[config.mk]
export PLATFORM = sky130hd
export DESIGN_NAME = fetch_stage
export DESIGN_NICKNAME = d
export VERILOG_FILES = /design/src/rtl/core_pkg.sv /design/src/rtl/if_id_reg.sv /design/src/rtl/fetch_stage.sv
export SDC_FILE = /design/constraint.sdc
export NUM_CORES = 1
export LEC_CHECK = 0
export BUFFER_PORTS_ARGS = -buffer_cell sky130_fd_sc_hd__buf_4
export CORE_MARGIN = 10
export CORE_UTILIZATION = 50
export DETAILED_ROUTE_END_ITERATION = 8
export PLACE_DENSITY = 0.72
export SLEW_MARGIN = 20
export SYNTH_ARGS = -nofsm -noshare
export SYNTH_HDL_FRONTEND = slang
export SYNTH_SLANG_ARGS = --single-unit
export TNS_END_PERCENT = 100
[constraint.sdc]
create_clock -name clk -period 4.11 [get_ports clk]
set_input_delay 0.2055 -clock clk [delete_from_list [all_inputs] [get_ports clk]]
set_output_delay 0.2055 -clock clk [all_outputs]
set_load 0.02 [all_outputs]
[src/rtl/core_pkg.sv]
// core_pkg: shared core widths, reset/bubble constants and the fetch FSM state type
package core_pkg;
  localparam int XLEN = 32;
  localparam logic [XLEN-1:0] RESET_PC = 32'h0000_0000;
  localparam logic [31:0] NOP_INSTR = 32'h0000_0013;
  typedef enum logic {FETCH, HOLD} fetch_state_e;
endpackage

[src/rtl/if_id_reg.sv]
// if_id_reg: pipeline register with flush-over-stall priority that loads a bubble when nothing valid arrives
// ports: clk, reset (async active-low), flush, stall, load (incoming word is real),
//        instr/pc in, instr_r/pc_r/pc_plus4_r/valid_r registered out
module if_id_reg import core_pkg::*; #(
  parameter int W = XLEN,
  parameter logic [31:0] BUBBLE = NOP_INSTR
) (
  input  logic         clk,
  input  logic         reset,
  input  logic         flush,
  input  logic         stall,
  input  logic         load,
  input  logic [31:0]  instr,
  input  logic [W-1:0] pc,
  output logic [31:0]  instr_r,
  output logic [W-1:0] pc_r,
  output logic [W-1:0] pc_plus4_r,
  output logic         valid_r
);
  always_ff @(posedge clk or negedge reset)
    if (!reset) begin
      instr_r <= BUBBLE;
      pc_r <= '0;
      pc_plus4_r <= W'(4);
      valid_r <= 1'b0;
    end else if (flush) begin
      instr_r <= BUBBLE;
      valid_r <= 1'b0;
    end else if (!stall) begin
      instr_r <= load ? instr : BUBBLE;
      valid_r <= load;
      if (load) begin
        pc_r <= pc;
        pc_plus4_r <= pc + W'(4);
      end
    end
endmodule

[src/rtl/fetch_stage.sv]
// fetch_stage: RV32I IF stage (PC, imem handshake, stall buffer, redirect kill) plus IF/ID register
// ports: clk, reset (async active-low); hazard controls StallF/StallD/FlushD/PcSrcE/PCTargetE;
//        imem_req/imem_addr/imem_rdata/imem_valid; InstrD/PCD/PCPlus4D/ValidD to Decode; FetchBusy
module fetch_stage import core_pkg::*; (
  input  logic            clk,
  input  logic            reset,
  input  logic            StallF,
  input  logic            StallD,
  input  logic            FlushD,
  input  logic            PcSrcE,
  input  logic [XLEN-1:0] PCTargetE,
  output logic            imem_req,
  output logic [XLEN-1:0] imem_addr,
  input  logic [31:0]     imem_rdata,
  input  logic            imem_valid,
  output logic [31:0]     InstrD,
  output logic [XLEN-1:0] PCD,
  output logic [XLEN-1:0] PCPlus4D,
  output logic            ValidD,
  output logic            FetchBusy
);
  fetch_state_e state, state_n;
  logic started, kill, kill_n, done, pending, if_valid, capture;
  logic [XLEN-1:0] pcf, pcf_n, redirect_pc, redirect_pc_n, buf_pc;
  logic [31:0] buf_instr;
  // started holds the first request off until the cycle after reset release
  always_ff @(posedge clk or negedge reset)
    if (!reset) begin
      state <= FETCH;
      started <= 1'b0;
      pcf <= RESET_PC;
      kill <= 1'b0;
      redirect_pc <= '0;
    end else begin
      state <= state_n;
      started <= 1'b1;
      pcf <= pcf_n;
      kill <= kill_n;
      redirect_pc <= redirect_pc_n;
    end
  always_ff @(posedge clk or negedge reset)
    if (!reset) begin
      buf_instr <= NOP_INSTR;
      buf_pc <= '0;
    end else if (capture) begin
      buf_instr <= imem_rdata;
      buf_pc <= pcf;
    end
  // a redirect during a pending beat cannot move imem_addr, so it is parked until the beat lands
  always_comb begin
    state_n = state;
    pcf_n = pcf;
    kill_n = kill;
    redirect_pc_n = redirect_pc;
    capture = 1'b0;
    if (PcSrcE) begin
      if (pending) begin
        kill_n = 1'b1;
        redirect_pc_n = PCTargetE;
      end else begin
        pcf_n = PCTargetE;
        kill_n = 1'b0;
        state_n = FETCH;
      end
    end else if (state == HOLD) begin
      if (!StallF) begin
        pcf_n = buf_pc + XLEN'(4);
        state_n = FETCH;
      end
    end else if (done) begin
      if (kill) begin
        kill_n = 1'b0;
        pcf_n = redirect_pc;
      end else if (StallF) begin
        capture = 1'b1;
        state_n = HOLD;
      end else pcf_n = pcf + XLEN'(4);
    end
  end
  always_comb begin
    imem_req = started && state == FETCH;
    done = imem_req & imem_valid;
    pending = imem_req & ~imem_valid;
    if_valid = (done & ~kill) | (state == HOLD);
  end
  assign imem_addr = pcf;
  assign FetchBusy = pending;
  if_id_reg u_if_id (
    .clk        (clk),
    .reset      (reset),
    .flush      (FlushD),
    .stall      (StallD),
    .load       (if_valid & ~PcSrcE),
    .instr      (state == HOLD ? buf_instr : imem_rdata),
    .pc         (state == HOLD ? buf_pc : pcf),
    .instr_r    (InstrD),
    .pc_r       (PCD),
    .pc_plus4_r (PCPlus4D),
    .valid_r    (ValidD)
  );
endmodule

==> key figures, run 1 <==
Clocking
  – Num CTS Buffers: 26
  – Reg clk slew, reported paths: 60 ps
  – H-tree depth: 1
  – CTS Sinks: 226
  – CTS resizes: 0
  – CTS max path bufs: 3
  – CTS tree: built
  – Root Driver: clkbuf_16
  – Clock insertion delay at the later pin of the skew report: 530 ps

Routing
  – Wire length per cell: 20.4 microns
  – 1st-pass router iterations: 5
  – Drt total wl: 35000 microns
  – Routed vias/inst: 5.71
  – Vias: 9827
  – DR iter-0 viols: 987
  – DRC viols: 0
  – Antenna viol nets, final: 0

Global routing
  – Total GRT Usage: 22.2%
  – Vias in the first global route: 9689
  – Initial antenna violation count: 0
  – First-pass GRT wire length: 55300 microns
  – Total gr overflow: 0
  – Largest net degree at the start of global routing: 121

Synth
  – Area of the mapped netlist: 0.0118 sq mm
  – EDFF count, synth: 0
  – Post-synth top area share: 46.4%
  – Seq/Total Area, Yosys: 47.9%
  – Syn Nets: 1230
  – Synth Flop Type: dfrtp_1
  – Flops & latches, synth: 226
  – Mean Syn Cell Area: 10.2 sq um
  – Synth area leaders: dfrtp_1, mux2_2, mux2i_1
  – Ys Warns: 0
  – Mapped Cells: 1156
  – Count of cell types in the netlist: 77
  – Asr flop ratio synth: 100%
  – Synth area leader: dfrtp_1

Floorplan
  – I/O pin cnt: 202
  – Die X: 174 microns
  – Initial core utilization: 50.5%
  – Die Area: 0.0302 sq mm
  – Core ar.: 0.0234 sq mm
  – Std-Cell Rows: 56
  – Vert. Die Dim: 174 microns

Worst setup path
  – Top delay family on crit path: simple AND/OR/NAND/NOR gates
  – Worst Path Max Fanout: 61
  – WP data arrival: 3520 ps
  – Most Frequent Cell on Critical Path: buf_4
  – Buf/Inv on CP: 2
  – CP peak stage delay: 840 ps
  – Kind of critical path: reg -> reg
  – Critical Path Sink Type: flop
  – Req. time, crit path: 4510 ps
  – Slowest CP cell: nor3_2
  – CP Launch Type: flop
  – CP Cell Sequence: buf_4 -> nand2b_1 -> nor3_2 -> buf_4 -> mux2_2
  – Flop2flop setup slack: 990 ps

Cells and area
  – Commonest non-fill, non-tap cell in the layout: buf_4
  – Most frequent cells in the layout: buf_4, dfrtp_1, nand2_1
  – Layout cells sized above 1: 27.9%
  – Final Cell Area: 0.0150 sq mm
  – Antenna Cells: 0
  – Nets@finish: 1457
  – Layout area overhead: 26.7%

Worst hold path
  – Hold Path Class: in -> reg

Placement
  – Placed cell area: 0.0134 sq mm
  – Detail Placement HPWL: 24000 microns
  – Setup WS pre-CTS: 1010 ps
  – IO Port Bufs: 201
  – GPL Wtd Cong: 0.891

Power
  – P_leak: 0.00650 uW
  – Total power draw: 8160 uW
  – Pwr per Cell Area: 545 mW/mm^2
  – Worst vdd ir: 397 uV

STA
  – Upper clock frequency limit: 320 MHz
  – Slew headroom: 26.9%
  – Clock Skew: 20.5 ps
  – Sum of negative setup slack: 0 ps
  – Period minus WS final: 3120 ps
  – Hold Fails Final Rpt: 0
  – Crit share post-route: 76.0%
  – Worst slew pin tran: 1090 ps
  – RSZ-0062 raised after global routing: false
  – Final worst setup slack: 986 ps
  – Slew Viols, Final: 0
  – Setup Viol. Count Final: 0

Outcome
  – Outcome: completed

Job
  – Max Cap Viol: 0
-- layout make-up --
class,instances,area (sq um)
sequential,226,5670
clock inverter,8,98.8
timing repair buffer,291,2370
fill,1919,8420
clock buffer,38,767
tap,319,399
inverter,11,41.3
multi-input combinational,827,5630
-- worst reg2reg max path: cells and delay by family (launching register included) --
kind / cells / cell delay (ps)
buffers and inverters: 2 / 790
DFF: 1 / 740
muxes: 1 / 390
and+or+nand+nor: 2 / 1070
-- per-layer routing --
layer,up-vias,GRT usage [%],part of all wire (%)
li1,4592,-,-
met1,4728,31.2,45
met2,446,34.1,44
met3,61,4.79,8.1
met4,0,5.70,2.3
met5,-,0,0
-- per-stage QoR --
step / cells / utilization, % / hold WS, ps
after floorplan: 1156 / - / -90.1
after global placement: 1607 / 57.4 / 378
after detailed placement: 1607 / 57.4 / 365
after CTS: 1720 / 64.0 / 60.3
after global routing: 1720 / 64.0 / 76.0
final: 1720 / 64.0 / 83.4
-- flip-flops by register name, summed over array words and instances, names as in the netlist --
register            cells
u_if_id.pc_plus4_r     32
redirect_pc            32
state                   1
started                 1
buf_instr              32
buf_pc                 32
u_if_id.instr_r        32
kill                    1
imem_addr              32
u_if_id.valid_r         1
u_if_id.pc_r           30
-- synthesized netlist by cell type (8+ instances only) --
library cell and instances:
clkbuf_1 41, nor3_1 15, a221o_1 11, o21ai_0 115
nand2_1 142, mux2i_1 63, buf_6 8, xnor2_1 28
buf_2 27, nand4_1 25, inv_1 11, a211oi_1 8
nor2_1 56, nand3_1 32, xor2_1 39, dfrtp_1 219
a21oi_1 49, and3_1 13, nand2b_1 11, mux2_2 100
-- worst paths after layout --
check / from / endpoint / cells past startpoint
worst max-delay path: state / redirect_pc[3] / 5
worst min-delay path: StallD / u_if_id.instr_r[1] / 3
worst max register to register: state / redirect_pc[3] / 5
worst min register to register: u_if_id.pc_plus4_r[28] / u_if_id.pc_plus4_r[28] / 2
max in group asynchronous: reset / u_if_id.pc_plus4_r[2] / 3
min in group asynchronous: reset / u_if_id.instr_r[5] / 2
-- cell families after synthesis --
kind of cell	count (synthesis)	synth area share, %
simple gates	347	14.4
fa+ha+maj	3	0.318
other cells	1	0.0317
mux	163	14.9
buf+inv	103	4.65
flops	226	47.9
xor+xnor	67	4.96
compound gates	246	12.8
-- power by group --
part | leakage (uW) | internal [uW] | total (uW) | switching, uW
logic | 0.00326 | 1080 | 2330 | 1260
clock network | 0.000420 | 1410 | 2330 | 915
registers | 0.00282 | 2800 | 3500 | 696
total | 0.00650 | 5290 | 8160 | 2870
-- what timing repair did --
item	CTS	global route
hold endpoints to repair	214	0
hold buffers	67	0
setup buffers	0	0
Note: power is estimated with default switching activity, not from simulation.
==> run 2: changes to the inputs <==
==> constraint.sdc (replaced) <==
create_clock -name clk -period 3.3 [get_ports clk]
set_input_delay 0.165 -clock clk [delete_from_list [all_inputs] [get_ports clk]]
set_output_delay 0.165 -clock clk [all_outputs]
set_load 0.02 [all_outputs]
==> key figures, run 2 (synthesis gave the netlist of run 1 again) <==
Outcome
  – Outcome: completed (unchanged)

Global routing
  – First-pass GRT wire length: 56800 microns (was 55300 microns)
  – Largest net degree at the start of global routing: 87 (was 121)
  – Total gr overflow: 0 (unchanged)
  – Vias in the first global route: 9907 (was 9689)
  – Total GRT Usage: 22.8% (was 22.2%)
  – Initial antenna violation count: 0 (unchanged)

Placement
  – IO Port Bufs: 201 (unchanged)
  – Detail Placement HPWL: 24800 microns (was 24000 microns)
  – Placed cell area: 0.0136 sq mm (was 0.0134 sq mm)
  – GPL Wtd Cong: 0.934 (was 0.891)
  – Setup WS pre-CTS: 604 ps (was 1010 ps)

Worst setup path
  – RR Startpoint: state (unchanged)
  – WP depth: 8 (was 5)
  – Top delay family on crit path: flip-flops (was simple AND/OR/NAND/NOR gates)
  – Critical Path Sink Type: flop (unchanged)
  – Reg2Reg Depth: 8 (was 5)
  – CP Cell Sequence: mux2_2 -> ha_1 -> inv_1 -> a211oi_2 -> nand4_1 -> nor3_1 -> xor2_1 -> o21ai_0 (was buf_4 -> nand2b_1 -> nor3_2 -> buf_4 -> mux2_2)
  – Buf/Inv on CP: 1 (was 2)
  – Worst Path Max Fanout: 39 (was 61)
  – CP Launch Type: flop (unchanged)
  – Slowest CP cell: dfrtp_4 (was nor3_2)
  – CP peak stage delay: 730 ps (was 840 ps)
  – Req. time, crit path: 3710 ps (was 4510 ps)
  – WP data arrival: 3130 ps (was 3520 ps)
  – Kind of critical path: reg -> reg (unchanged)
  – CP startpoint: state (unchanged)

Floorplan
  – Vert. Die Dim: 174 microns (unchanged)
  – Die Area: 0.0302 sq mm (unchanged)
  – Initial core utilization: 50.5% (unchanged)
  – I/O pin cnt: 202 (unchanged)
  – Core ar.: 0.0234 sq mm (unchanged)
  – Std-Cell Rows: 56 (unchanged)
  – Die X: 174 microns (unchanged)

Clocking
  – CTS Sinks: 226 (unchanged)
  – Clock insertion delay at the later pin of the skew report: 530 ps (about the same)
  – H-tree depth: 1 (unchanged)
  – Num CTS Buffers: 27 (was 26)
  – Reg clk slew, reported paths: 60 ps (about the same)
  – Setup bufs post-CTS: 0 (unchanged)
  – CTS max path bufs: 3 (unchanged)
  – Root Driver: clkbuf_16 (unchanged)
  – CTS tree: built (unchanged)

STA
  – Worst slew pin tran: 728 ps (was 1090 ps)
  – Hold Fails Final Rpt: 0 (unchanged)
  – Slew Viols, Final: 0 (unchanged)
  – Hold_ws: 26.3 ps (was 83.4 ps)
  – Upper clock frequency limit: 366 MHz (was 320 MHz)
  – Slew headroom: 51.1% (was 26.9%)
  – Final worst setup slack: 571 ps (was 986 ps)
  – Sum of negative setup slack: 0 ps (unchanged)
  – Crit share post-route: 82.7% (was 76.0%)
  – RSZ-0062 raised after global routing: false (unchanged)
  – Clock Skew: 12.7 ps (was 20.5 ps)
  – Setup Viol. Count Final: 0 (unchanged)
  – Period minus WS final: 2730 ps (was 3120 ps)

Worst hold path
  – Worst Hold Depth: 3 (unchanged)
  – Hold Path Class: in -> reg (unchanged)
  – Worst Hold Launch: StallD (unchanged)

Routing
  – Vias: 9912 (was 9827)
  – Met2 routed wirelength: 15900 microns (was 15600 microns)
  – Wire length per cell: 20.5 microns (was 20.4 microns)
  – Met3 wire length: 2870 microns (was 2840 microns)
  – Antenna viol nets, final: 0 (unchanged)
  – M1 WL: 16000 microns (was 15800 microns)
  – 1st-pass router iterations: 5 (unchanged)
  – Drt total wl: 35600 microns (was 35000 microns)
  – DRC viols: 0 (unchanged)
  – DR iter-0 viols: 1125 (was 987)
  – Routed vias/inst: 5.71 (about the same)
  – DR top layer: met4 (unchanged)

Power
  – Clock network fraction of total power: 28.4% (was 28.5%)
  – Power share of the combinational group: 28.8% (was 28.6%)
  – Worst vdd ir: 505 uV (was 397 uV)
  – Total power draw: 10200 uW (was 8160 uW)
  – Pwr per Cell Area: 674 mW/mm^2 (was 545 mW/mm^2)
  – Sequential share of power: 42.7% (was 42.9%)
  – P_leak: 0.00658 uW (was 0.00650 uW)
  – Pint: 6620 uW (was 5290 uW)
  – Sw Ratio: 35.0% (was 35.1%)
  – P_sw: 3570 uW (was 2870 uW)

Cells and area
  – Antenna Cells: 0 (unchanged)
  – Commonest non-fill, non-tap cell in the layout: buf_4 (unchanged)
  – Final Cell Area: 0.0151 sq mm (was 0.0150 sq mm)
  – Layout cells sized above 1: 28.3% (was 27.9%)
  – Most frequent cells in the layout: buf_4, dfrtp_1, nand2_1 (unchanged)
  – Nets@finish: 1471 (was 1457)
  – Layout area overhead: 28.0% (was 26.7%)

Job
  – Max Cap Viol: 0 (unchanged)
-- run 2: worst paths after layout --
check                                    endpoint  slack, ps
max                        u_if_id.pc_plus4_r[30]        570
min                            u_if_id.instr_r[4]         30
max reg2reg                u_if_id.pc_plus4_r[30]        570
min reg2reg                u_if_id.pc_plus4_r[15]        480
max in group asynchronous   u_if_id.pc_plus4_r[2]       2210
min in group asynchronous  u_if_id.pc_plus4_r[20]        220
-- run 2: power by group through the flow --
stage                     logic [uW]  clock network [uW]  registers, uW
after floorplan                 1510                   0           4420
after global placement          2810                   0           4340
after detailed placement        2860                   0           4370
after CTS                       2950                2950           4330
after global routing            3190                3060           4470
final                           2940                2900           4360
-- run 2: layer usage --
layer,global-route usage (%),up-vias
li1,-,4614
met1,32.5,4798
met2,34.9,439
met3,4.57,61
met4,5.56,0
met5,0,-
-- run 2: repair_timing --
item                                   in CTS  in global routing
endpoints found under the hold margin     201                  0
gates resized for setup                     0                  0
hold buffers                               67                  0
-- run 2: metrics by stage --
step,instances,util [%]
2_1_floorplan,1156,-
3_3_place_gp,1620,58.1
3_5_place_dp,1620,58.1
4_1_cts,1736,64.6
5_1_grt,1736,64.6
6_report,1736,64.6
-- run 2: final cells by class --
class	count	area (sq um)
clock buffer	44	790
inverter	11	41.3
tap	319	399
fill	1874	8270
sequential	226	5670
multi-input combinational	827	5630
timing repair buffer	304	2520
clock inverter	5	77.6
-- run 2: worst min-delay path: cells and delay by family --
family	cells	cell delay, ps
AO/OA/AOI/OAI	1	200
buffers and inverters	1	100
AND/OR/NAND/NOR	1	90
